$ cat config.mk
export PLATFORM = sky130hd
export DESIGN_NAME = idex_reg_flat
export DESIGN_NICKNAME = d
export VERILOG_FILES = /design/src/rtl/cpu_types_pkg.sv /design/src/rtl/idex_if.sv /design/src/rtl/idex_reg.sv /design/src/flat_wrapper.sv
export SDC_FILE = /design/constraint.sdc
export NUM_CORES = 1
export LEC_CHECK = 0
export ABC_AREA = 0
export BUFFER_PORTS_ARGS = -buffer_cell sky130_fd_sc_hd__buf_4
export CAP_MARGIN = 15
export CORE_AREA = 2 2 158 160
export DETAILED_ROUTE_END_ITERATION = 10
export DIE_AREA = 0 0 160 162
export SYNTH_ARGS = -nofsm -noshare
export SYNTH_HDL_FRONTEND = slang
export SYNTH_SLANG_ARGS = --single-unit
$ cat constraint.sdc
create_clock -name CLK -period 2.6 [get_ports CLK]
set_input_delay 0.13 -clock CLK [delete_from_list [all_inputs] [get_ports CLK]]
set_output_delay 0.13 -clock CLK [all_outputs]
set_load 0.03 [all_outputs]
$ cat src/rtl/cpu_types_pkg.sv
// Shared CPU types: instruction encodings, ALU ops and the ID/EX pipeline payload.
// Also carries the ID/EX control FSM states and the bubble ALU op.
package cpu_types_pkg;

  localparam int WORD_W = 32;
  localparam int REG_W  = 5;
  localparam int IMM_W  = 16;
  localparam int SHAM_W = 5;
  localparam int ALU_W  = 4;
  localparam int OP_W   = 6;
  localparam int FUNC_W = 6;
  localparam int CNT_W  = 16;

  typedef logic [WORD_W-1:0] word_t;
  typedef logic [REG_W-1:0]  regbits_t;
  typedef logic [IMM_W-1:0]  imm16_t;
  typedef logic [SHAM_W-1:0] shamt_t;

  typedef enum logic [ALU_W-1:0] {
    ALU_SLL  = 4'd0,
    ALU_SRL  = 4'd1,
    ALU_ADD  = 4'd2,
    ALU_SUB  = 4'd3,
    ALU_AND  = 4'd4,
    ALU_OR   = 4'd5,
    ALU_XOR  = 4'd6,
    ALU_NOR  = 4'd7,
    ALU_SLT  = 4'd8,
    ALU_SLTU = 4'd9
  } aluop_t;

  typedef enum logic [OP_W-1:0] {
    RTYPE = 6'h00,
    J     = 6'h02,
    JAL   = 6'h03,
    BEQ   = 6'h04,
    BNE   = 6'h05,
    ADDI  = 6'h08,
    ADDIU = 6'h09,
    SLTI  = 6'h0A,
    SLTIU = 6'h0B,
    ANDI  = 6'h0C,
    ORI   = 6'h0D,
    XORI  = 6'h0E,
    LUI   = 6'h0F,
    LW    = 6'h23,
    SW    = 6'h2B,
    HALT  = 6'h3F
  } opcode_t;

  typedef enum logic [FUNC_W-1:0] {
    SLL  = 6'h00,
    SRL  = 6'h02,
    JR   = 6'h08,
    ADD  = 6'h20,
    ADDU = 6'h21,
    SUB  = 6'h22,
    SUBU = 6'h23,
    AND  = 6'h24,
    OR   = 6'h25,
    XOR  = 6'h26,
    NOR  = 6'h27,
    SLT  = 6'h2A,
    SLTU = 6'h2B
  } funct_t;

  typedef enum logic [1:0] {
    RUN        = 2'd0,
    FLUSH_PEND = 2'd1,
    HALTED     = 2'd2
  } idex_state_t;

  localparam aluop_t BUBBLE_ALUOP = ALU_SLL;

  // Everything that crosses the ID/EX boundary, packed so it can be held in one register.
  typedef struct packed {
    word_t    instr;
    word_t    pcplus4;
    word_t    rdat1;
    word_t    rdat2;
    regbits_t rs;
    regbits_t rt;
    regbits_t rd;
    imm16_t   imm16;
    shamt_t   shamt;
    aluop_t   AluOp;
    opcode_t  InstrOp;
    funct_t   InstrFunc;
    logic     MemToReg;
    logic     AluSrc;
    logic     JType;
    logic     RegDst;
    logic     regWEN;
    logic     PcSrc;
    logic     JReg;
    logic     Halt;
    logic     dMemWEN;
    logic     dMemREN;
  } idex_pkt_t;

endpackage

$ cat src/rtl/idex_if.sv
// Decode-to-execute interface: *_in fields come from decode, *_out fields feed execute.
interface idex_if;
  import cpu_types_pkg::*;

  word_t    instr_in,     instr_out;
  word_t    pcplus4_in,   pcplus4_out;
  word_t    rdat1_in,     rdat1_out;
  word_t    rdat2_in,     rdat2_out;
  regbits_t rs_in,        rs_out;
  regbits_t rt_in,        rt_out;
  regbits_t rd_in,        rd_out;
  imm16_t   imm16_in,     imm16_out;
  shamt_t   shamt_in,     shamt_out;
  aluop_t   AluOp_in,     AluOp_out;
  opcode_t  InstrOp_in,   InstrOp_out;
  funct_t   InstrFunc_in, InstrFunc_out;
  logic     MemToReg_in,  MemToReg_out;
  logic     AluSrc_in,    AluSrc_out;
  logic     JType_in,     JType_out;
  logic     RegDst_in,    RegDst_out;
  logic     regWEN_in,    regWEN_out;
  logic     PcSrc_in,     PcSrc_out;
  logic     JReg_in,      JReg_out;
  logic     Halt_in,      Halt_out;
  logic     dMemWEN_in,   dMemWEN_out;
  logic     dMemREN_in,   dMemREN_out;

  modport idex (
    input  instr_in, pcplus4_in, rdat1_in, rdat2_in, rs_in, rt_in, rd_in,
           imm16_in, shamt_in, AluOp_in, InstrOp_in, InstrFunc_in,
           MemToReg_in, AluSrc_in, JType_in, RegDst_in, regWEN_in, PcSrc_in,
           JReg_in, Halt_in, dMemWEN_in, dMemREN_in,
    output instr_out, pcplus4_out, rdat1_out, rdat2_out, rs_out, rt_out, rd_out,
           imm16_out, shamt_out, AluOp_out, InstrOp_out, InstrFunc_out,
           MemToReg_out, AluSrc_out, JType_out, RegDst_out, regWEN_out, PcSrc_out,
           JReg_out, Halt_out, dMemWEN_out, dMemREN_out
  );

endinterface

$ cat src/rtl/idex_reg.sv
// ID/EX pipeline register with load-use bubbles, deferred flush and a sticky halt lock.
// All outputs come straight from flops; no input reaches an output combinationally.
module idex_reg
  import cpu_types_pkg::*;
(
  input  logic              CLK,
  input  logic              nRST,
  idex_if.idex              idexif,
  input  logic              en,
  input  logic              hazard,
  input  logic              flush,
  output logic              valid_out,
  output logic              halted,
  output logic [CNT_W-1:0]  bubble_cnt
);

  idex_state_t       state_q, state_d;
  idex_pkt_t         pkt_q, pkt_d;
  idex_pkt_t         in_pkt;
  logic              valid_q, valid_d;
  logic [CNT_W-1:0]  cnt_q, cnt_d;
  logic              load_bubble;

  function automatic idex_pkt_t bubble_pkt();
    idex_pkt_t b;
    b           = '0;
    b.AluOp     = BUBBLE_ALUOP;
    b.InstrOp   = RTYPE;
    b.InstrFunc = SLL;
    return b;
  endfunction

  function automatic logic [CNT_W-1:0] sat_inc(input logic [CNT_W-1:0] v);
    return (v == {CNT_W{1'b1}}) ? v : v + 1'b1;
  endfunction

  always_comb begin
    in_pkt           = '0;
    in_pkt.instr     = idexif.instr_in;
    in_pkt.pcplus4   = idexif.pcplus4_in;
    in_pkt.rdat1     = idexif.rdat1_in;
    in_pkt.rdat2     = idexif.rdat2_in;
    in_pkt.rs        = idexif.rs_in;
    in_pkt.rt        = idexif.rt_in;
    in_pkt.rd        = idexif.rd_in;
    in_pkt.imm16     = idexif.imm16_in;
    in_pkt.shamt     = idexif.shamt_in;
    in_pkt.AluOp     = idexif.AluOp_in;
    in_pkt.InstrOp   = idexif.InstrOp_in;
    in_pkt.InstrFunc = idexif.InstrFunc_in;
    in_pkt.MemToReg  = idexif.MemToReg_in;
    in_pkt.AluSrc    = idexif.AluSrc_in;
    in_pkt.JType     = idexif.JType_in;
    in_pkt.RegDst    = idexif.RegDst_in;
    in_pkt.regWEN    = idexif.regWEN_in;
    in_pkt.PcSrc     = idexif.PcSrc_in;
    in_pkt.JReg      = idexif.JReg_in;
    in_pkt.Halt      = idexif.Halt_in;
    in_pkt.dMemWEN   = idexif.dMemWEN_in;
    in_pkt.dMemREN   = idexif.dMemREN_in;
  end

  // Next state / next register contents; holding is the default in every state.
  always_comb begin
    state_d     = state_q;
    pkt_d       = pkt_q;
    valid_d     = valid_q;
    cnt_d       = cnt_q;
    load_bubble = 1'b0;
    unique case (state_q)
      RUN: begin
        if (flush) begin
          if (en) load_bubble = 1'b1;
          else    state_d     = FLUSH_PEND;
        end else if (hazard && en) begin
          load_bubble = 1'b1;
        end else if (en) begin
          pkt_d   = in_pkt;
          valid_d = 1'b1;
          if (idexif.Halt_in) state_d = HALTED;
        end
      end
      FLUSH_PEND: begin
        // The squash was owed to the instruction sitting in decode when flush rose.
        if (en) begin
          load_bubble = 1'b1;
          state_d     = RUN;
        end
      end
      HALTED: begin
      end
      default: state_d = RUN;
    endcase
    if (load_bubble) begin
      pkt_d   = bubble_pkt();
      valid_d = 1'b0;
      cnt_d   = sat_inc(cnt_q);
    end
  end

  always_ff @(posedge CLK, negedge nRST) begin
    if (!nRST) begin
      state_q <= RUN;
      pkt_q   <= bubble_pkt();
      valid_q <= 1'b0;
      cnt_q   <= '0;
    end else begin
      state_q <= state_d;
      pkt_q   <= pkt_d;
      valid_q <= valid_d;
      cnt_q   <= cnt_d;
    end
  end

  assign valid_out  = valid_q;
  assign halted     = (state_q == HALTED);
  assign bubble_cnt = cnt_q;

  assign idexif.instr_out     = pkt_q.instr;
  assign idexif.pcplus4_out   = pkt_q.pcplus4;
  assign idexif.rdat1_out     = pkt_q.rdat1;
  assign idexif.rdat2_out     = pkt_q.rdat2;
  assign idexif.rs_out        = pkt_q.rs;
  assign idexif.rt_out        = pkt_q.rt;
  assign idexif.rd_out        = pkt_q.rd;
  assign idexif.imm16_out     = pkt_q.imm16;
  assign idexif.shamt_out     = pkt_q.shamt;
  assign idexif.AluOp_out     = pkt_q.AluOp;
  assign idexif.InstrOp_out   = pkt_q.InstrOp;
  assign idexif.InstrFunc_out = pkt_q.InstrFunc;
  assign idexif.MemToReg_out  = pkt_q.MemToReg;
  assign idexif.AluSrc_out    = pkt_q.AluSrc;
  assign idexif.JType_out     = pkt_q.JType;
  assign idexif.RegDst_out    = pkt_q.RegDst;
  assign idexif.regWEN_out    = pkt_q.regWEN;
  assign idexif.PcSrc_out     = pkt_q.PcSrc;
  assign idexif.JReg_out      = pkt_q.JReg;
  assign idexif.Halt_out      = pkt_q.Halt;
  assign idexif.dMemWEN_out   = pkt_q.dMemWEN;
  assign idexif.dMemREN_out   = pkt_q.dMemREN;

endmodule

$ cat src/flat_wrapper.sv
// flat-port wrapper written by rule: the top's interface ports become plain ports
module idex_reg_flat import cpu_types_pkg::*;
  (CLK, nRST, en, hazard, flush, valid_out, halted, bubble_cnt, idexif_instr_in, idexif_pcplus4_in, idexif_rdat1_in, idexif_rdat2_in, idexif_rs_in, idexif_rt_in, idexif_rd_in, idexif_imm16_in, idexif_shamt_in, idexif_AluOp_in, idexif_InstrOp_in, idexif_InstrFunc_in, idexif_MemToReg_in, idexif_AluSrc_in, idexif_JType_in, idexif_RegDst_in, idexif_regWEN_in, idexif_PcSrc_in, idexif_JReg_in, idexif_Halt_in, idexif_dMemWEN_in, idexif_dMemREN_in, idexif_instr_out, idexif_pcplus4_out, idexif_rdat1_out, idexif_rdat2_out, idexif_rs_out, idexif_rt_out, idexif_rd_out, idexif_imm16_out, idexif_shamt_out, idexif_AluOp_out, idexif_InstrOp_out, idexif_InstrFunc_out, idexif_MemToReg_out, idexif_AluSrc_out, idexif_JType_out, idexif_RegDst_out, idexif_regWEN_out, idexif_PcSrc_out, idexif_JReg_out, idexif_Halt_out, idexif_dMemWEN_out, idexif_dMemREN_out);
  idex_if idexif_i ();
  input  logic CLK;
  input  logic nRST;
  input  logic en;
  input  logic hazard;
  input  logic flush;
  output logic valid_out;
  output logic halted;
  output logic [CNT_W-1:0] bubble_cnt;
  input wire logic [$bits(idexif_i.instr_in)-1:0] idexif_instr_in;
  input wire logic [$bits(idexif_i.pcplus4_in)-1:0] idexif_pcplus4_in;
  input wire logic [$bits(idexif_i.rdat1_in)-1:0] idexif_rdat1_in;
  input wire logic [$bits(idexif_i.rdat2_in)-1:0] idexif_rdat2_in;
  input wire logic [$bits(idexif_i.rs_in)-1:0] idexif_rs_in;
  input wire logic [$bits(idexif_i.rt_in)-1:0] idexif_rt_in;
  input wire logic [$bits(idexif_i.rd_in)-1:0] idexif_rd_in;
  input wire logic [$bits(idexif_i.imm16_in)-1:0] idexif_imm16_in;
  input wire logic [$bits(idexif_i.shamt_in)-1:0] idexif_shamt_in;
  input wire logic [$bits(idexif_i.AluOp_in)-1:0] idexif_AluOp_in;
  input wire logic [$bits(idexif_i.InstrOp_in)-1:0] idexif_InstrOp_in;
  input wire logic [$bits(idexif_i.InstrFunc_in)-1:0] idexif_InstrFunc_in;
  input wire logic [$bits(idexif_i.MemToReg_in)-1:0] idexif_MemToReg_in;
  input wire logic [$bits(idexif_i.AluSrc_in)-1:0] idexif_AluSrc_in;
  input wire logic [$bits(idexif_i.JType_in)-1:0] idexif_JType_in;
  input wire logic [$bits(idexif_i.RegDst_in)-1:0] idexif_RegDst_in;
  input wire logic [$bits(idexif_i.regWEN_in)-1:0] idexif_regWEN_in;
  input wire logic [$bits(idexif_i.PcSrc_in)-1:0] idexif_PcSrc_in;
  input wire logic [$bits(idexif_i.JReg_in)-1:0] idexif_JReg_in;
  input wire logic [$bits(idexif_i.Halt_in)-1:0] idexif_Halt_in;
  input wire logic [$bits(idexif_i.dMemWEN_in)-1:0] idexif_dMemWEN_in;
  input wire logic [$bits(idexif_i.dMemREN_in)-1:0] idexif_dMemREN_in;
  output wire logic [$bits(idexif_i.instr_out)-1:0] idexif_instr_out;
  output wire logic [$bits(idexif_i.pcplus4_out)-1:0] idexif_pcplus4_out;
  output wire logic [$bits(idexif_i.rdat1_out)-1:0] idexif_rdat1_out;
  output wire logic [$bits(idexif_i.rdat2_out)-1:0] idexif_rdat2_out;
  output wire logic [$bits(idexif_i.rs_out)-1:0] idexif_rs_out;
  output wire logic [$bits(idexif_i.rt_out)-1:0] idexif_rt_out;
  output wire logic [$bits(idexif_i.rd_out)-1:0] idexif_rd_out;
  output wire logic [$bits(idexif_i.imm16_out)-1:0] idexif_imm16_out;
  output wire logic [$bits(idexif_i.shamt_out)-1:0] idexif_shamt_out;
  output wire logic [$bits(idexif_i.AluOp_out)-1:0] idexif_AluOp_out;
  output wire logic [$bits(idexif_i.InstrOp_out)-1:0] idexif_InstrOp_out;
  output wire logic [$bits(idexif_i.InstrFunc_out)-1:0] idexif_InstrFunc_out;
  output wire logic [$bits(idexif_i.MemToReg_out)-1:0] idexif_MemToReg_out;
  output wire logic [$bits(idexif_i.AluSrc_out)-1:0] idexif_AluSrc_out;
  output wire logic [$bits(idexif_i.JType_out)-1:0] idexif_JType_out;
  output wire logic [$bits(idexif_i.RegDst_out)-1:0] idexif_RegDst_out;
  output wire logic [$bits(idexif_i.regWEN_out)-1:0] idexif_regWEN_out;
  output wire logic [$bits(idexif_i.PcSrc_out)-1:0] idexif_PcSrc_out;
  output wire logic [$bits(idexif_i.JReg_out)-1:0] idexif_JReg_out;
  output wire logic [$bits(idexif_i.Halt_out)-1:0] idexif_Halt_out;
  output wire logic [$bits(idexif_i.dMemWEN_out)-1:0] idexif_dMemWEN_out;
  output wire logic [$bits(idexif_i.dMemREN_out)-1:0] idexif_dMemREN_out;
  assign idexif_i.instr_in = idexif_instr_in;
  assign idexif_i.pcplus4_in = idexif_pcplus4_in;
  assign idexif_i.rdat1_in = idexif_rdat1_in;
  assign idexif_i.rdat2_in = idexif_rdat2_in;
  assign idexif_i.rs_in = idexif_rs_in;
  assign idexif_i.rt_in = idexif_rt_in;
  assign idexif_i.rd_in = idexif_rd_in;
  assign idexif_i.imm16_in = idexif_imm16_in;
  assign idexif_i.shamt_in = idexif_shamt_in;
  assign idexif_i.AluOp_in = idexif_AluOp_in;
  assign idexif_i.InstrOp_in = idexif_InstrOp_in;
  assign idexif_i.InstrFunc_in = idexif_InstrFunc_in;
  assign idexif_i.MemToReg_in = idexif_MemToReg_in;
  assign idexif_i.AluSrc_in = idexif_AluSrc_in;
  assign idexif_i.JType_in = idexif_JType_in;
  assign idexif_i.RegDst_in = idexif_RegDst_in;
  assign idexif_i.regWEN_in = idexif_regWEN_in;
  assign idexif_i.PcSrc_in = idexif_PcSrc_in;
  assign idexif_i.JReg_in = idexif_JReg_in;
  assign idexif_i.Halt_in = idexif_Halt_in;
  assign idexif_i.dMemWEN_in = idexif_dMemWEN_in;
  assign idexif_i.dMemREN_in = idexif_dMemREN_in;
  assign idexif_instr_out = idexif_i.instr_out;
  assign idexif_pcplus4_out = idexif_i.pcplus4_out;
  assign idexif_rdat1_out = idexif_i.rdat1_out;
  assign idexif_rdat2_out = idexif_i.rdat2_out;
  assign idexif_rs_out = idexif_i.rs_out;
  assign idexif_rt_out = idexif_i.rt_out;
  assign idexif_rd_out = idexif_i.rd_out;
  assign idexif_imm16_out = idexif_i.imm16_out;
  assign idexif_shamt_out = idexif_i.shamt_out;
  assign idexif_AluOp_out = idexif_i.AluOp_out;
  assign idexif_InstrOp_out = idexif_i.InstrOp_out;
  assign idexif_InstrFunc_out = idexif_i.InstrFunc_out;
  assign idexif_MemToReg_out = idexif_i.MemToReg_out;
  assign idexif_AluSrc_out = idexif_i.AluSrc_out;
  assign idexif_JType_out = idexif_i.JType_out;
  assign idexif_RegDst_out = idexif_i.RegDst_out;
  assign idexif_regWEN_out = idexif_i.regWEN_out;
  assign idexif_PcSrc_out = idexif_i.PcSrc_out;
  assign idexif_JReg_out = idexif_i.JReg_out;
  assign idexif_Halt_out = idexif_i.Halt_out;
  assign idexif_dMemWEN_out = idexif_i.dMemWEN_out;
  assign idexif_dMemREN_out = idexif_i.dMemREN_out;
  idex_reg u_core (.CLK(CLK), .nRST(nRST), .idexif(idexif_i), .en(en), .hazard(hazard), .flush(flush), .valid_out(valid_out), .halted(halted), .bubble_cnt(bubble_cnt));
endmodule
# == Yosys cells after proc, flatten, opt, wreduce, memory -nomap -nowiden ==
# Index checks and enable logic that the tools add are counted.
# op_classes
n_addsub,1
n_eq_ne,10
muxes,21
bitwise,2
reduce_logical,7
# ops
operator,count
$mux 190,5
$add 16x1->16 const B,1
$eq 16x16->1 const B,1
$mux 2,6
$ne 3x3->1 const B,4
$mux 1,8
$pmux 2 s3,1
$reduce_and 6->1,1
$ne 2x1->1 const B,2
$reduce_and 4->1,1
$reduce_bool 2->1,2
$eq 2x1->1 const B,1
$eq 2x2->1 const B,1
$logic_not 2->1,1
$ne 2x2->1 const B,1
$not 1->1,2
$pmux 1 s2,1
$reduce_and 2->1,1
$logic_and 1x1->1,1
# totals
reg_bits,209
in_bits,195
out_inout_bits,208
wordCells,66

# == Longest topological paths before layout ==
# Gate-level depths: netlist (run 1).
# depth
depth_word,6
ltp_mapped,6
ltp_nobuf,5

# == Worst setup path after synthesis (run 1) ==
# OpenSTA, ideal clock, no wires.
# synth_path
path_type,reg2reg
start,register u_core.cnt_q[0] (netlist: u_core.bubble_cnt[0])
end,register u_core.cnt_q[1] (netlist: u_core.bubble_cnt[1])
setup_time_ns,0.125
t_arrival_ns,1.663
t_required_ns,2.475
setup_slack_ns,0.812
path_stages_with_launch,6
path_buffers,0
synth_period_minus_slack_ns,1.788
cell_sequence,dfrtp_1 > ha_1 > nand4_1 > nor4_4 > a21oi_2 > mux2_4
# synth_via
elab_chain_cells,3
# synth_rtl
element,line,source
"start, declared",idex_reg.sv:21,"logic [CNT_W-1:0] cnt_q, cnt_d;"
"start signal, assigned",idex_reg.sv:111,cnt_q <= cnt_d;
branches (longest 3 deep; another with $add 16x1->16),-,
# Several ways; the timed one is not identified.
# A chain may end at the register's enable or synchronous reset.

# == Worst setup path after layout (run 1) ==
# layout_path
start,register u_core.state_q[0]
end,register u_core.pkt_q (netlist bit u_core.idexif.rdat1_out[8])
# layout_via
elab_chain_cells,4
# layout_rtl
element,line,source
"start, declared",idex_reg.sv:17,"idex_state_t state_q, state_d;"
"start signal, assigned",idex_reg.sv:108,state_q <= state_d;
$eq 2x1->1 or $logic_not 2->1 (tied branches),idex_reg.sv:70,unique case (state_q)
$pmux 1 s2,idex_reg.sv:70,
$ne 2x1->1 (no line) or $reduce_bool 2->1 (tied branches),-,
$reduce_and 4->1 (no line),-,
"end signal, assigned",idex_reg.sv:104,pkt_q <= bubble_pkt();
"end signal, assigned",idex_reg.sv:109,pkt_q <= pkt_d;
"end, declared",idex_reg.sv:18,"idex_pkt_t pkt_q, pkt_d;"
# Parallel ways exist; a longest one is shown, timed or not.

==> results of run 1 <==
-- final timing paths --
path | to | slack (ns)
max in group asynchronous | u_core.idexif.rdat1_out[16]$_DFFE_PN0P_ | 1.63
worst min register to register | u_core.idexif.Halt_out$_DFFE_PN0P_ | 0.47
worst min-delay path | u_core.idexif.Halt_out$_DFFE_PN0P_ | 0.03
worst max-delay path | u_core.idexif.rdat1_out[8]$_DFFE_PN0P_ | 0.70
worst max register to register | u_core.idexif.rdat1_out[8]$_DFFE_PN0P_ | 0.70
min in group asynchronous | u_core.idexif.pcplus4_out[13]$_DFFE_PN0P_ | 0.12
-- logic make-up (layout without fill, tap and decap cells) --
kind of cell | after synthesis | after routing | synth area share (%)
xor+xnor | 12 | 12 | 1.36
flops | 209 | 209 | 67.7
simple gates | 48 | 48 | 3.89
mux | 1 | 1 | 0.194
compound gates | 200 | 200 | 22.4
fa+ha+maj | 1 | 1 | 0.162
buf+inv | 45 | 649 | 4.32
-- stage by stage --
stage,instances,worst slack [ns],hold slack [ns],cell area (um^2)
global route,1444,0.621,0.0801,13800
finish,1444,0.704,0.0280,13800
detailed placement,1207,0.719,0.110,11000
floorplan,516,0.812,-0.166,7730
global placement,1207,0.797,0.111,11000
CTS,1444,0.713,0.00976,13800
-- cell usage after synthesis, types with 2 or more instances --
master | number | share of area (%)
buf_6 | 19 | 2.8
buf_4 | 2 | 0.19
nand3_1 | 4 | 0.26
nand2b_1 | 3 | 0.24
nand4_1 | 2 | 0.16
nor4_1 | 2 | 0.16
xor2_1 | 11 | 1.2
nor3_1 | 7 | 0.45
a21oi_1 | 2 | 0.13
nor4b_1 | 2 | 0.23
o21ai_0 | 2 | 0.13
nand2_1 | 10 | 0.49
and3_1 | 2 | 0.16
nor3b_1 | 2 | 0.19
a22o_1 | 189 | 21
buf_2 | 11 | 0.71
nor2_1 | 6 | 0.29
clkbuf_1 | 11 | 0.53
dfrtp_1 | 209 | 68
-- cells in the final DEF, fill, tap and decap left out, types with 2 or more instances in the layout --
master | netlist | final
nand2b_1 | 3 | 2
buf_4 | 2 | 404
dfrtp_1 | 209 | 209
nor2_1 | 6 | 5
o21ai_0 | 2 | 2
a22o_1 | 189 | 189
a21oi_1 | 2 | 2
nor4_1 | 2 | 2
xor2_1 | 11 | 11
and3_1 | 2 | 2
buf_12 | 0 | 6
clkbuf_16 | 0 | 24
clkbuf_8 | 0 | 3
bufinv_16 | 0 | 8
nand3_1 | 4 | 4
clkinv_2 | 0 | 4
nor3b_1 | 2 | 2
nand2_1 | 10 | 10
nand4_1 | 2 | 2
nor3_1 | 7 | 7
nor4b_1 | 2 | 2
clkbuf_1 | 11 | 3
dlygate4sd3_1 | 0 | 193
-- cell type report --
class	instances	area (um^2)	area share (%)
Multi-Input combinational cell	262	2180	15.7
Clock inverter	15	293	2.11
Inverter	1	3.75	0.0271
Sequential cell	209	5230	37.8
Tap cell	324	405	2.93
Clock buffer	29	639	4.62
Timing Repair Buffer	604	5100	36.8
-- report_power, final --
part | internal, mW | total (mW) | switching (mW)
combinational | 1.15 | 2.63 | 1.47
clock | 2.55 | 3.93 | 1.38
sequential | 3.61 | 3.88 | 0.264
-- flip-flops by register name, summed over array words and instances, names as in the netlist, 2 cells and up --
register / cells
u_core.bubble_cnt: 16
u_core.idexif.pcplus4_out: 32
u_core.idexif.InstrOp_out: 6
u_core.idexif.rd_out: 5
u_core.idexif.shamt_out: 5
u_core.idexif.rs_out: 5
u_core.idexif.rdat1_out: 32
u_core.idexif.imm16_out: 16
u_core.state_q: 2
u_core.idexif.InstrFunc_out: 6
u_core.idexif.rt_out: 5
u_core.idexif.rdat2_out: 32
u_core.idexif.instr_out: 32
u_core.idexif.AluOp_out: 4
-- worst max-delay path: stages, from the launching register on --
cell	delay [ns]
dfrtp_1	0.40
or3_1	0.53
nor2_4	0.24
buf_12	0.36
a22o_1	0.23
-- routing by layer --
layer / part of all wire, % / vias to the layer above / routed length [um]
li1: - / 3163 / -
met1: 41 / 3420 / 10700
met2: 49 / 328 / 12700
met3: 7.3 / 52 / 1910
met4: 3.1 / 0 / 818
met5: 0 / - / 0
==> impl_metrics.ini, run 1 <==
[outcome]
status = finished clean

[final_layout]
drive_above_1_share_pct = 41.1
syn_to_final_growth_pct = 79.2
diodes = 0
nets = 1298
nFillCells = 1866
fin_util_pct = 57.4

[route]
drcViolationCount = 0
vias = 6963
finalWirelength_mm = 26.2
wl_per_cell_um = 18.1
drt_iter0_markers = 664
dr.pass1.iters = 4
viasPerCell = 4.82
ant_nets = 0

[power]
totalPowerFinal_mw = 10.4
power.density_nw_per_um2 = 754
p_leak_nw = 7.12
vdd_drop_max_uv = 438

[setup_path]
path_max_fanout = 93
required_ns = 3.04
end_kind = register
timing.rr.start = u_core.state_q[0]$_DFFE_PN0P_
crit_type = register to register
cp.arrival_ns = 2.34
start_kind = register
startpoint = u_core.state_q[0]$_DFFE_PN0P_
rr_worst_depth = 4

[cts]
clk_path_buf_depth = 3
cts_setup_buffers = 0
root_buffer = clkbuf_16
cts.sinks = 209
cts_tree = built
clkTransAtPathRegs_ns = 0.06
cts_resized = 0
cts_made_buffers = 24
clk_latency_ns = 0.52
htree_levels = 1
cts_hold_buf = 193

[global_routing]
grt_max_degree = 109
first_global_vias = 7206
track_usage_pct = 19.3
grt_use_met1_pct = 24.8
grt_busiest_layer = met2
grt.met2_usage_pct = 32.4
grt-ovfl-total = 0
antenna_found_initial = 0
grt_pass1_wl_mm = 40.6
met3_usage_pct = 4.14

[yosys]
ys_types = 39
synth-edff-count = 0
ys_dominant_reg_cell = dfrtp_1
ys_ff_latch = 209
ys_seq_area_share_pct = 67.7
synth_nets = 712
syn_inst = 516
yosys_warnings = 0
syn_area_per_cell_um2 = 15.0
syn-cell-area_um2 = 7730
async_flop_share_pct = 100

[timing]
grt_setup_unrepaired = no
finalMaxSlewViolations = 0
timing.fmax_mhz = 527
setup_viol_count_final = 0
skew_ns = 0.0137
setup_tns_ns = 0
worst_pin_slew_ns = 0.640
fin_crit_ns = 1.90
maxSlewHeadroom_pct = 57.0
hold_viol = 0
fin_crit_sh_pct = 72.9

[floorplan]
ioPinCount = 403
start_util_pct = 32.1
dieArea_um2 = 25900
row_count = 57
chipHeight_um = 162
fp.dieW_um = 160
core_um2 = 24100

[hold_path]
min_from = flush
min_path_type = primary input to register
hold_path_depth = 5

[placed_design]
gp_congestion = 0.777
io_buffers = 402
dp_hpwl_mm = 15.9

[job]
cap_violations = 0
Power figures use the tool's default switching activity.
==> run 2: changes to the inputs <==
--- a/config.mk
+++ b/config.mk
@@ -5,12 +5,12 @@
 export SDC_FILE = /design/constraint.sdc
 export NUM_CORES = 1
 export LEC_CHECK = 0
-export ABC_AREA = 0
+export ABC_AREA = 1
 export BUFFER_PORTS_ARGS = -buffer_cell sky130_fd_sc_hd__buf_4
 export CAP_MARGIN = 15
-export CORE_AREA = 2 2 158 160
+export CORE_AREA = 2 2 155 157
 export DETAILED_ROUTE_END_ITERATION = 10
-export DIE_AREA = 0 0 160 162
+export DIE_AREA = 0 0 157 159
 export SYNTH_ARGS = -nofsm -noshare
 export SYNTH_HDL_FRONTEND = slang
 export SYNTH_SLANG_ARGS = --single-unit
==> constraint.sdc (replaced) <==
create_clock -name CLK -period 1.78 [get_ports CLK]
set_input_delay 0.089 -clock CLK [delete_from_list [all_inputs] [get_ports CLK]]
set_output_delay 0.089 -clock CLK [all_outputs]
set_load 0.03 [all_outputs]
==> run 2 against run 1 <==
Hold slack improved by 0.029 ns. Synthesized cell count up 88%. Die area decreased by 3.7%. First-iteration DRC count decreased by 18%. Sequential share of layout area down 1.6 points. Global-route usage is 3.2 points higher. Synthesized area rose by 7.5%. Clock power rose by 20%. Maximum frequency rose by 23%. Non-clock buffer count rose by 11. Wire length up 10%. Largest cell class is now non-clock buffers. Highest routed layer unchanged.
==> impl_metrics.ini, run 2 <==
[hold_path]
min_from = en
holdPathEnd = u_core.valid_out$_DFFE_PN0P_
hold_path_depth = 5
min_path_type = primary input to register

[setup_path]
path_cells = ha_1 -> nand3_2 -> nor2_4 -> nand2_4 -> nand2_4 -> nand2_1 -> o21ai_1
required_ns = 2.21
cpPeakStageDelay_ns = 0.41
end_kind = register
r2r_end = u_core.bubble_cnt[2]$_DFFE_PN0P_
start_kind = register
worst_path_dominant_cell_family = simple AND/OR/NAND/NOR gates
cp.arrival_ns = 1.97
timing.critical_path.buf_inv = 0
timing.rr.start = u_core.bubble_cnt[1]$_DFFE_PN0P_
crit_top_cell = nand2_4
rrSetupSlack_ns = 0.24
path_max_fanout = 16
crit_type = register to register
crit_path_top_delay_cell = dfrtp_1
rr_worst_depth = 7

[yosys]
synthTopCellsByCount = nand2_1 (642), dfrtp_1 (209), clkbuf_1 (20), nor2_1 (17), inv_1 (15)
syn-cell-area_um2 = 8310
yosys.area.top_type_share_pct = 62.9
yosys_warnings = 0
async_flop_share_pct = 100
ys_dominant_reg_cell = dfrtp_1
synthTopCellsByArea = dfrtp_1 (63%), nand2_1 (29%), buf_6 (1.5%), clkbuf_1 (0.90%), nor2_1 (0.77%)
yosys.area.top_type = dfrtp_1
ys_ff_latch = 209
yosysMostFrequentCell = nand2_1
syn_inst = 968
synth-edff-count = 0
syn_area_per_cell_um2 = 8.59
ys_seq_area_share_pct = 62.9
ys_types = 22
synth_nets = 1164

[power]
p_leak_nw = 8.00
totalPowerFinal_mw = 11.7
vdd_drop_max_uv = 571
power.density_nw_per_um2 = 809

[floorplan]
start_util_pct = 35.8
chipHeight_um = 159
ioPinCount = 403
core_um2 = 23200
row_count = 56
dieArea_um2 = 25000
fp.dieW_um = 157

[outcome]
status = finished clean

[cts]
root_buffer = clkbuf_16
cts_made_buffers = 24
clk_latency_ns = 0.51
clk_path_buf_depth = 3
clkTransAtPathRegs_ns = 0.06
cts.sinks = 209
htree_levels = 1
cts_tree = built

[placed_design]
io_buffers = 402
gp_congestion = 0.812
dp_hpwl_mm = 18.8
place_ws_ns = 0.244
dp.cells = 1667
placed_area_um2 = 11800

[route]
finalWirelength_mm = 28.9
drcViolationCount = 0
dr.pass1.iters = 5
vias = 8375
drt_iter0_markers = 544
wl_per_cell_um = 15.2
ant_nets = 0
viasPerCell = 4.41

[timing]
setup_tns_ns = 0
setup_viol_count_final = 0
hold_viol = 0
worst_pin_slew_ns = 0.709
fin_crit_ns = 1.54
grt_setup_unrepaired = no
maxSlewHeadroom_pct = 52.7
finalMaxSlewViolations = 0
skew_ns = 0.00851
timing.fmax_mhz = 651
setup_ws_ns = 0.244
hold-worst-slack_ns = 0.0568
fin_crit_sh_pct = 86.3

[final_layout]
nFillCells = 1928
fin_area_um2 = 14500
diodes = 0
fin_util_pct = 62.4
drive_above_1_share_pct = 29.8
fin_cells = 1900
final_common_cell = nand2_1
nets = 1763
mostFrequentLayoutCells = nand2_1 (642), buf_4 (409), dfrtp_1 (209), dlygate4sd3_1 (193), clkbuf_16 (25)
syn_to_final_growth_pct = 74.1

[global_routing]
grt_pass1_wl_mm = 45.3
grt_max_degree = 139
track_usage_pct = 22.6
first_global_vias = 8634
grt-ovfl-total = 0
antenna_found_initial = 0

[job]
cap_violations = 0
==> run 2: cell count changes in the layout (fill, tap and decap cells not counted), sizes merged, moves of 8 or more <==
cell    before  now
nand2       10  645
a22o       189    0
inv          2   20
nor2         6   20
buf        410  421
xor2        11    0
bufinv       8    0
clkbuf      30   38
==> run 2: layout make-up <==
cell class	instances	area [um^2]	share of cell area (%)
timing repair buffer	615	5260	36.3
sequential	209	5230	36.1
multi-input combinational	697	2740	18.9
clock buffer	37	741	5.12
tap	319	399	2.76
inverter	20	80.1	0.553
clock inverter	3	20.0	0.138
==> run 2: how the worst max path moves through the flow <==
| stage | startpoint | to | slack [ns] | depth (start not counted) |
|---|---|---|---|---|
| floorplan | u_core.bubble_cnt[0]$_DFFE_PN0P_ | u_core.bubble_cnt[3]$_DFFE_PN0P_ | 0.1 | 8 |
| detailed placement | u_core.bubble_cnt[1]$_DFFE_PN0P_ | u_core.bubble_cnt[6]$_DFFE_PN0P_ | 0.24 | 7 |
| global route | u_core.bubble_cnt[1]$_DFFE_PN0P_ | u_core.bubble_cnt[6]$_DFFE_PN0P_ | 0.1 | 7 |
| CTS | u_core.bubble_cnt[1]$_DFFE_PN0P_ | u_core.bubble_cnt[2]$_DFFE_PN0P_ | 0.23 | 7 |
| finish | u_core.bubble_cnt[1]$_DFFE_PN0P_ | u_core.bubble_cnt[2]$_DFFE_PN0P_ | 0.24 | 7 |
| global placement | u_core.bubble_cnt[1]$_DFFE_PN0P_ | u_core.bubble_cnt[13]$_DFFE_PN0P_ | 0.30 | 7 |
==> run 2: cell families after synthesis <==
family,after synthesis,share of synthesized area [%]
adder cells (fa/ha/maj),1,0.151
AND/OR/NAND/NOR,684,31.7
AO/OA/AOI/OAI,6,0.467
buffers and inverters,62,4.08
XOR/XNOR,6,0.632
flip-flops,209,62.9
==> run 2: what timing repair did <==
item	4_1_cts	5_1_grt
gates resized for setup	0	0
hold buffers	193	0
endpoints found under the hold margin	401	0
buffers inserted	0	0
==> run 2: per-layer routing <==
layer	up-vias	global-route usage, %	part of all wire [%]
li1	4123	-	-
met1	3871	27.0	40
met4	0	9.30	4.2
met3	72	5.25	7.4
met2	309	38.9	49
met5	-	0	0
==> run 2: tightest hold or removal path, delay by kind of cell <==
family	cells	cell delay (ns)
buffers and inverters	2	0.19
and+or+nand+nor	3	0.26
==> run 2: report_power, final <==
| part | internal (mW) | switching, mW | leakage, nW |
|---|---|---|---|
| clock | 2.83 | 1.89 | 0.369 |
| combinational | 0.931 | 0.953 | 4.87 |
| sequential | 4.98 | 0.127 | 2.76 |
| total | 8.74 | 2.97 | 8.00 |
==> run 3: changes to the inputs <==
--- a/config.mk
+++ b/config.mk
@@ -11,6 +11,7 @@
 export CORE_AREA = 2 2 155 157
 export DETAILED_ROUTE_END_ITERATION = 10
 export DIE_AREA = 0 0 157 159
+export SETUP_SLACK_MARGIN = 0.3
 export SYNTH_ARGS = -nofsm -noshare
 export SYNTH_HDL_FRONTEND = slang
 export SYNTH_SLANG_ARGS = --single-unit
==> run 3 against run 2 <==
Count of clock-buffer cells in the layout shrank 5. Setup slack gained 0.11 ns. Die area is the same. Combinational power is essentially flat. Critical path depth grew 1. Critical path type unchanged. First-iteration DRC count shrank 17%. Sequential power is essentially flat. Wire length grew 1.7%. Utilization grew 0.52 points. Design area grew 0.83%. Largest cell class unchanged.
==> impl_metrics.ini, run 3 (same netlist as run 2, synthesis figures left out) <==
[outcome]
status = finished clean

[final_layout]
mostFrequentLayoutCells = nand2_1 (641), buf_4 (405), dfrtp_1 (203), dlygate4sd3_1 (193), clkbuf_16 (26)
diodes = 0
drive_above_1_share_pct = 30.5
syn_to_final_growth_pct = 75.5
nets = 1763
final_common_cell = nand2_1
nFillCells = 1898

[timing]
timing.fmax_mhz = 700
grt_setup_unrepaired = yes
setup_viol_count_final = 0
skew_ns = 0.0160
fin_crit_ns = 1.43
setup_tns_ns = 0
setup_ws_ns = 0.352
maxSlewHeadroom_pct = 66.2
worst_pin_slew_ns = 0.506
finalMaxSlewViolations = 0
fin_crit_sh_pct = 80.2
hold_viol = 0

[hold_path]
holdPathEnd = u_core.valid_out$_DFFE_PN0P_
min_path_type = primary input to register
min_from = hazard
hold_path_depth = 6

[global_routing]
track_usage_pct = 22.2
antenna_found_initial = 0
grt-ovfl-total = 0
met3_usage_pct = 5.25
first_global_vias = 8539
grt.met2_usage_pct = 38.7
grt_use_met1_pct = 26.3
grt_max_degree = 77
grt_busiest_layer = met2
grt_pass1_wl_mm = 44.4

[floorplan]
ioPinCount = 403
start_util_pct = 35.8
fp.dieW_um = 157
chipHeight_um = 159
row_count = 56
core_um2 = 23200
dieArea_um2 = 25000

[placed_design]
io_buffers = 402
place_ws_ns = 0.319
gp_congestion = 0.764
dp_hpwl_mm = 18.6

[cts]
cts.sinks = 209
clkTransAtPathRegs_ns = 0.06
cts_made_buffers = 23
clk_latency_ns = 0.50
clk_path_buf_depth = 3
htree_levels = 1
root_buffer = clkbuf_16
cts_tree = built

[setup_path]
start_kind = register
rr_worst_depth = 8
path_cells = nor2_1 -> nand2_1 -> nand2_2 -> nand2_2 -> inv_8 -> buf_16 -> nand2_1 -> o21ai_0
timing.rr.start = u_core.state_q[0]$_DFFE_PN0P_
required_ns = 2.20
path_max_fanout = 39
cpPeakStageDelay_ns = 0.41
crit_path_top_delay_cell = dfrtp_1
cp.arrival_ns = 1.84
r2r_end = u_core.state_q[1]$_DFFE_PN0P_
rrSetupSlack_ns = 0.35
end_kind = register
crit_type = register to register

[route]
viasPerCell = 4.43
drt_iter0_markers = 449
dr.pass1.iters = 5
finalWirelength_mm = 29.3
drcViolationCount = 0
vias = 8418
wl_per_cell_um = 15.4
ant_nets = 0

[power]
totalPowerFinal_mw = 11.6
power.density_nw_per_um2 = 795
vdd_drop_max_uv = 534
p_leak_nw = 8.03

[job]
cap_violations = 0
-- run 3: stage by stage --
step	hold WS, ns	cells	instance area (um^2)	util [%]
after CTS	0.0427	1894	14400	62.1
final	0.103	1901	14600	62.9
after detailed placement	0.114	1661	11700	50.7
after global placement	0.116	1661	11700	50.7
after global routing	0.129	1901	14600	62.9
after floorplan	-0.207	968	8330	-
-- run 3: how the worst max path moves through the flow --
stage	depth (start not counted)	start	end	slack [ns]
6_report	8	u_core.state_q[0]$_DFFE_PN0P_	u_core.state_q[1]$_DFFE_PN0P_	0.35
5_1_grt	8	u_core.state_q[0]$_DFFE_PN0P_	u_core.state_q[1]$_DFFE_PN0P_	0.24
4_1_cts	7	u_core.state_q[1]$_DFFE_PN0P_	u_core.state_q[1]$_DFFE_PN0P_	0.30
3_5_place_dp	7	u_core.state_q[1]$_DFFE_PN0P_	u_core.state_q[1]$_DFFE_PN0P_	0.32
3_3_place_gp	7	u_core.state_q[1]$_DFFE_PN0P_	u_core.state_q[1]$_DFFE_PN0P_	0.34
2_1_floorplan	9	u_core.bubble_cnt[7]$_DFFE_PN0P_	u_core.bubble_cnt[3]$_DFFE_PN0P_	0.31
-- run 3: layout make-up --
class / instances / area, um^2 / area share, %
Clock inverter: 8 / 67.6 / 0.463
Sequential cell: 209 / 5240 / 35.9
Tap cell: 319 / 399 / 2.74
Inverter: 20 / 90.1 / 0.618
Timing Repair Buffer: 615 / 5340 / 36.6
Timing Repair inverter: 1 / 5.00 / 0.0343
Clock buffer: 32 / 659 / 4.52
Multi-Input combinational cell: 697 / 2790 / 19.1
-- run 3: report_power, final --
group          internal [mW]  switching, mW  leakage (nW)  total [mW]
registers               4.97          0.128          2.75        5.10
logic                  0.936          0.954          4.92        1.89
clock network           2.72           1.89         0.362        4.60
-- run 3: layer usage --
metal  up-vias  part of all wire, %
li1       4116                    -
met4         0                  3.8
met3        76                  7.6
met1      3902                   39
met2       324                   50
met5         -                    0
-- run 3: worst max-delay path, delay by kind of cell, from the launching register on --
kind	cells	cell delay [ns]
compound gates	1	0.08
buf+inv	2	0.36
flops	1	0.41
simple gates	5	0.49
-- run 3: what timing repair did --
| action | 4_1_cts | 5_1_grt |
|---|---|---|
| hold buffers | 193 | 0 |
| setup endpoints to repair | 0 | 207 |
| buffers inserted | 0 | 3 |
| hold endpoints to repair | 401 | 0 |
| resized for setup | 0 | 16 |
